==> src/rtl/flick_conditioner.sv <==
// Flick push-button conditioner: synchroniser, debounce qualification FSM, edge pulses.
// Optional rejected-glitch counter enabled by defining FLICK_GLITCH_CNT_EN.
module flick_conditioner #(
    parameter int unsigned SYNC_STAGES     = 2,
    parameter int unsigned DEBOUNCE_CYCLES = 16
) (
    input  logic       clk,
    input  logic       rst_n,
    input  logic       flick_raw,
    input  logic       enable,
    output logic       flick,
    output logic       flick_rise,
    output logic       flick_fall
`ifdef FLICK_GLITCH_CNT_EN
    ,
    output logic [7:0] glitch_cnt
`endif
);

    localparam int unsigned DB_CNT_W = $clog2(DEBOUNCE_CYCLES + 1);
    localparam logic [DB_CNT_W-1:0] CNT_MAX = DB_CNT_W'(DEBOUNCE_CYCLES);
    localparam logic [DB_CNT_W-1:0] CNT_ONE = DB_CNT_W'(1);

    typedef enum logic [1:0] {
        IDLE_LOW    = 2'd0,
        QUAL_HIGH   = 2'd1,
        STABLE_HIGH = 2'd2,
        QUAL_LOW    = 2'd3
    } state_t;

    logic [SYNC_STAGES-1:0] sync_q;
    logic                   s;
    state_t                 state_q, state_d;
    logic [DB_CNT_W-1:0]    cnt_q, cnt_d;
    logic                   flick_d, rise_d, fall_d;
    logic                   qualified;

    // Synchroniser runs regardless of enable
    always_ff @(posedge clk) begin
        if (!rst_n) sync_q <= '0;
        else        sync_q <= {sync_q[SYNC_STAGES-2:0], flick_raw};
    end

    assign s = sync_q[SYNC_STAGES-1];

    always_ff @(posedge clk) begin
        if (!rst_n) begin
            state_q    <= IDLE_LOW;
            cnt_q      <= '0;
            flick      <= 1'b0;
            flick_rise <= 1'b0;
            flick_fall <= 1'b0;
        end else begin
            state_q    <= state_d;
            cnt_q      <= cnt_d;
            flick      <= flick_d;
            flick_rise <= rise_d;
            flick_fall <= fall_d;
        end
    end

    // A full count means DEBOUNCE_CYCLES consecutive differing samples were already seen
    assign qualified = (cnt_q >= CNT_MAX);

    always_comb begin
        state_d = state_q;
        cnt_d   = cnt_q;
        rise_d  = 1'b0;
        fall_d  = 1'b0;
        if (!enable) begin
            state_d = IDLE_LOW;
            cnt_d   = '0;
        end else begin
            case (state_q)
                IDLE_LOW: begin
                    if (s) begin
                        state_d = QUAL_HIGH;
                        cnt_d   = CNT_ONE;
                    end
                end
                QUAL_HIGH: begin
                    if (qualified) begin
                        state_d = STABLE_HIGH;
                        cnt_d   = '0;
                        rise_d  = 1'b1;
                    end else if (!s) begin
                        state_d = IDLE_LOW;
                        cnt_d   = '0;
                    end else begin
                        cnt_d = cnt_q + CNT_ONE;
                    end
                end
                STABLE_HIGH: begin
                    if (!s) begin
                        state_d = QUAL_LOW;
                        cnt_d   = CNT_ONE;
                    end
                end
                QUAL_LOW: begin
                    if (qualified) begin
                        state_d = IDLE_LOW;
                        cnt_d   = '0;
                        fall_d  = 1'b1;
                    end else if (s) begin
                        state_d = STABLE_HIGH;
                        cnt_d   = '0;
                    end else begin
                        cnt_d = cnt_q + CNT_ONE;
                    end
                end
                default: begin
                    state_d = IDLE_LOW;
                    cnt_d   = '0;
                end
            endcase
        end
        flick_d = (state_d == STABLE_HIGH) || (state_d == QUAL_LOW);
    end

`ifdef FLICK_GLITCH_CNT_EN
    logic glitch_c;

    // Aborted qualification; disable-forced aborts are not glitches
    always_comb begin
        glitch_c = 1'b0;
        if (enable && !qualified) begin
            glitch_c = ((state_q == QUAL_HIGH) && !s) || ((state_q == QUAL_LOW) && s);
        end
    end

    always_ff @(posedge clk) begin
        if (!rst_n)                          glitch_cnt <= 8'd0;
        else if (glitch_c && glitch_cnt != 8'hFF) glitch_cnt <= glitch_cnt + 8'd1;
    end
`endif

endmodule
==> config.mk <==
export PLATFORM = sky130hd
export DESIGN_NAME = flick_conditioner
export DESIGN_NICKNAME = d
export VERILOG_FILES = /design/src/rtl/flick_conditioner.sv
export SDC_FILE = /design/constraint.sdc
export NUM_CORES = 1
export LEC_CHECK = 0
export ABC_CLOCK_PERIOD_IN_PS = 2100
export CAP_MARGIN = 40
export CORE_AREA = 5 5 42 44
export CTS_CLUSTER_DIAMETER = 40
export DETAILED_ROUTE_END_ITERATION = 6
export DIE_AREA = 0 0 47 49
export PLACE_DENSITY = 0.63
export RECOVER_POWER = 50
export SLEW_MARGIN = 20
export SYNTH_ARGS = -nofsm -noshare
export SYNTH_HDL_FRONTEND = slang
export SYNTH_SLANG_ARGS = --single-unit
==> constraint.sdc <==
create_clock -name clk -period 2.1 [get_ports clk]
set_input_delay 0.63 -clock clk [delete_from_list [all_inputs] [get_ports clk]]
set_output_delay 0.63 -clock clk [all_outputs]
set_load 0.01 [all_outputs]
# After elaboration in Yosys (flattened, before gate mapping)
# Cells that the tools add are included.
# classes
reduce_logical,6
n_lt_le_gt_ge,1
n_mux,16
n_addsub,1
n_eq_ne,7
# op_table
op,count
$mux W5,6
$pmux W5 S4,1
$mux W2,7
$eq A2 B2 Y1 const B,4
$pmux W2 S4,1
$reduce_and A3 Y1,2
$add A5 B1 Y5 const B,1
$ge A5 B5 Y1 const B,1
$ne A2 B2 Y1 const B,2
$reduce_and A2 Y1,2
$eq A2 B1 Y1 const B,1
$logic_not A2 Y1,1
$logic_or A1 B1 Y1,1
$mux W1,1
# word_totals
reg_bits,12
inputBits,4
wordCells,37
out_inout_bits,3

# Depth between registers and ports, before layout
# depth
depth_word,6
depth_mapped,4
ltp_nobuf,4

# Least setup slack after synthesis
# OpenSTA, ideal clock, no wires.
# synth_path
path_type,input -> register
start,input rst_n
end,register cnt_q[3]
n_path_buf,0
setup_ns,0.088
arrival_ns,1.029
path_slack_ns,0.982
cell_stages,2
required_ns,2.012
cell_sequence,nand2_1 -> o32ai_2
# synth_between
elab_chain_cells,1
# synth_rtl
element,line,rtl
"start, declared",8,"input logic rst_n,"
$reduce_and A2 Y1 (no line),-,
"end signal, assigned",55,cnt_q <= cnt_d;
"end, declared",34,"logic [DB_CNT_W-1:0] cnt_q, cnt_d;"
# Every way passes these cells.
# A chain may end at the register's enable or synchronous reset.

# Worst setup path in the final report
# layout_path
start,register flick
end,output flick
# layout_rtl
element,line,rtl
"start, declared",11,"output logic flick,"
"start signal, assigned",56,flick <= flick_d;
# No word-level cell between the ends.

==> impl_metrics.yaml <==
final_layout:
  finalNetCount: 69
  seq_area_sq_um: 240
  design_area_sq_um: 602
  num_antenna_cells: 0
  final_util_pct: 42.9
  drive_above_1_share_pct: 11.3
  syn_to_final_growth_pct: 24.0
  multi_input_area_sq_um: 230
  fillers: 147
timing:
  min_period_ps: 1730
  tightestPinTransition_ps: 400
  worst_slack_ps: 369
  relSlewSlack_pct: 73.1
  clock.fmax_mhz: 578
  tns_ps: 0
  finalCritPeriodShare_pct: 82.4
  finalHoldViolCount: 0
  setup_viol: 0
  skew_ps: 6.34
  rsz0062_at_grt: "false"
  finalMaxSlewViolations: 0
yosys:
  ys_types: 17
  syn_area_sq_um: 485
  synth.avg_cell_area_sq_um: 9.34
  synth_area_leader_cell: "dfxtp_1"
  ys_ff_latch: 12
  ys_seq_area_share_pct: 49.5
  syn_inst: 52
  synth_top_area_share_pct: 49.5
  synth_compound_area_share_pct: 8.51
  yosysWarnings: 0
  synthMuxAreaShare_pct: 0
  synth_simple_gate_area_share_pct: 23.2
  syn_nets: 58
  synth_top_family_by_area: "simple AND/OR/NAND/NOR gates"
  ys_top_cells_by_area: "dfxtp_1 (49%), nand3_1 (9.3%), ha_1 (5.2%)"
  synth-xor-area-share_pct: 10.6
  synthAdderAreaFrac_pct: 5.15
detailed_routing:
  post_drt_wl_per_cell_microns: 10.3
  routed-wl-met3_microns: 29
  drc: 0
  met1_length_microns: 355
  drt_iter0_markers: 3
  vias_per_cell: 4.81
  vias: 375
  routed.top_layer: "met4"
  dr.pass1.iters: 4
  antenna_left: 0
  wl_met2_microns: 383
  routed_wl_microns: 803
clock_network:
  cts_tree: "yes"
  clockBufferDepth: 2
  numCtsBuffers: 3
  clk_pin_slew_ps: 80
  ctsHoldBuffers: 0
  cts.sinks: 12
  root_buffer: "clkbuf_4"
  cts_max_level: 1
  insertion_delay_ps: 270
  cts_resized: 0
  post-cts-setup-buffers: 0
grt:
  grt_pass1_wl_microns: 1400
  grt_max_degree: 10
  gr-usage-all-layers_pct: 8.85
  gr-total-overflow: 0
  first_global_vias: 331
  antenna_found_initial: 0
placement:
  dpl_cell_area_sq_um: 566
  place_hpwl_microns: 591
  gp_congestion: 0.675
  place_ws_ps: 323
  port_buffers: 6
worst_setup_path:
  cp-end-kind: "primary output"
  crit_type: "flip-flop to primary output"
  cp-endpoint: "flick"
  r2r_start: "state_q[1]"
  r2r_end: "cnt_q[1]"
  worstPathCellList: "clkdlybuf4s50_1"
  start_kind: "flip-flop"
  r2r_cells: 3
  cp.required_ps: 1470
  worstPathArrival_ps: 1100
  crit_slowest_cell: "clkdlybuf4s50_1"
  critPathMaxStageDelay_ps: 530
  worst-path-stages: 1
  rrSetupSlack_ps: 1010
  critPathMaxFanout: 1
  setup.worst_path.start: "flick"
  crit_buf_inv: 1
  critPathTopFamily: "buffers and inverters"
pwr:
  clockPowerShare_pct: 41.8
  switching_share_pct: 19.8
  power.leakage_uw: 0.000227
  switchingPower_uw: 85.0
  powerDensity_nw_per_um2: 712
  power.internal_uw: 343
  p_comb_share_pct: 4.0
  irDropWorstVdd_mv: 0.413
  p_seq_share_pct: 54.1
floorplanning:
  io_pins: 7
  start_util_pct: 34.6
  die_x_microns: 47
  core_sq_um: 1400
  fp.dieH_microns: 49
  rows: 14
  dieArea_sq_um: 2300
min_path:
  hold_path_class: "flip-flop to flip-flop"
run_status:
  outcome: "complete, no violations"
run:
  cap_violations: 0
-- cell usage after synthesis (all sizes together) --
master  count
nor2        3
inv         4
a21oi       4
nor2b       1
nor3        2
o32ai       1
xor2        3
dfxtp      12
o21ai       1
and2        2
nand3       9
nand2       5
xnor2       2
and3        1
ha          2
-- worst register-to-register path, cell delays in order, from the launching register on --
cell	delay (ps)
dfxtp_1	360
xnor2_1	380
nand3_1	130
a21oi_1	160
-- cell type report --
| class | count | share of cell area [%] |
|---|---|---|
| flip-flops and latches | 12 | 39.9 |
| multi-input cells | 36 | 38.3 |
| repair buffers | 6 | 9.98 |
| clock buffers | 4 | 6.03 |
| well taps | 16 | 3.33 |
| inverters | 4 | 2.49 |
-- per-layer routing --
metal	vias to the layer above	GRT usage, %
li1	191	-
met1	174	10.3
met2	6	11.8
met3	4	2.21
met4	0	9.68
met5	-	0
-- power by group through the flow --
stage          Sequential, uW  Clock [uW]  Combinational [uW]
3_3_place_gp              237           0                17.4
6_report                  232         179                17.3
4_1_cts                   232         187                17.8
3_5_place_dp              237           0                17.7
2_1_floorplan             237           0                8.82
5_1_grt                   232         197                19.1
-- cells by family after synthesis --
kind of cell / after synthesis
simple gates: 23
flops: 12
fa+ha+maj: 2
xor+xnor: 5
buf+inv: 4
compound gates: 6
-- worst min path at each step --
stage | slack [ps] | from | endpoint | depth (start not counted)
finish | 450 | sync_q[0] | sync_q[1] | 1
global route | 470 | sync_q[0] | sync_q[1] | 1
CTS | 450 | sync_q[0] | sync_q[1] | 1
detailed placement | 430 | sync_q[0] | sync_q[1] | 1
global placement | 440 | sync_q[0] | sync_q[1] | 1
floorplan | 410 | sync_q[0] | sync_q[1] | 1
-- flip-flops by register name (all words and copies together), names as in the netlist --
| register | count |
|---|---|
| cnt_q | 5 |
| state_q | 2 |
| sync_q | 2 |
| flick | 1 |
| flick_fall | 1 |
| flick_rise | 1 |
-- cell usage in the layout (no fill, tap or decap) --
master / netlist / routed
a21oi_1: 4 / 4
and2_1: 2 / 2
and3_1: 1 / 1
clkbuf_4: 0 / 3
clkbuf_8: 0 / 1
clkdlybuf4s50_1: 0 / 5
dfxtp_1: 12 / 12
dlygate4sd3_1: 0 / 1
ha_1: 2 / 2
inv_1: 4 / 4
nand2_1: 4 / 4
nand2_2: 1 / 1
nand3_1: 9 / 9
nor2_1: 3 / 3
nor2b_1: 1 / 1
nor3_1: 2 / 2
o21ai_0: 1 / 1
o32ai_2: 1 / 1
xnor2_1: 2 / 2
xor2_1: 2 / 2
xor2_2: 1 / 1
-- per-stage QoR --
step / hold WS [ps] / total power [uW] / cells
after floorplan: 412 / 245 / 52
after global placement: 441 / 254 / 74
after detailed placement: 432 / 255 / 74
after CTS: 453 / 436 / 78
after global routing: 470 / 448 / 78
final: 453 / 428 / 78
Note: power is estimated with default switching activity, not from simulation.
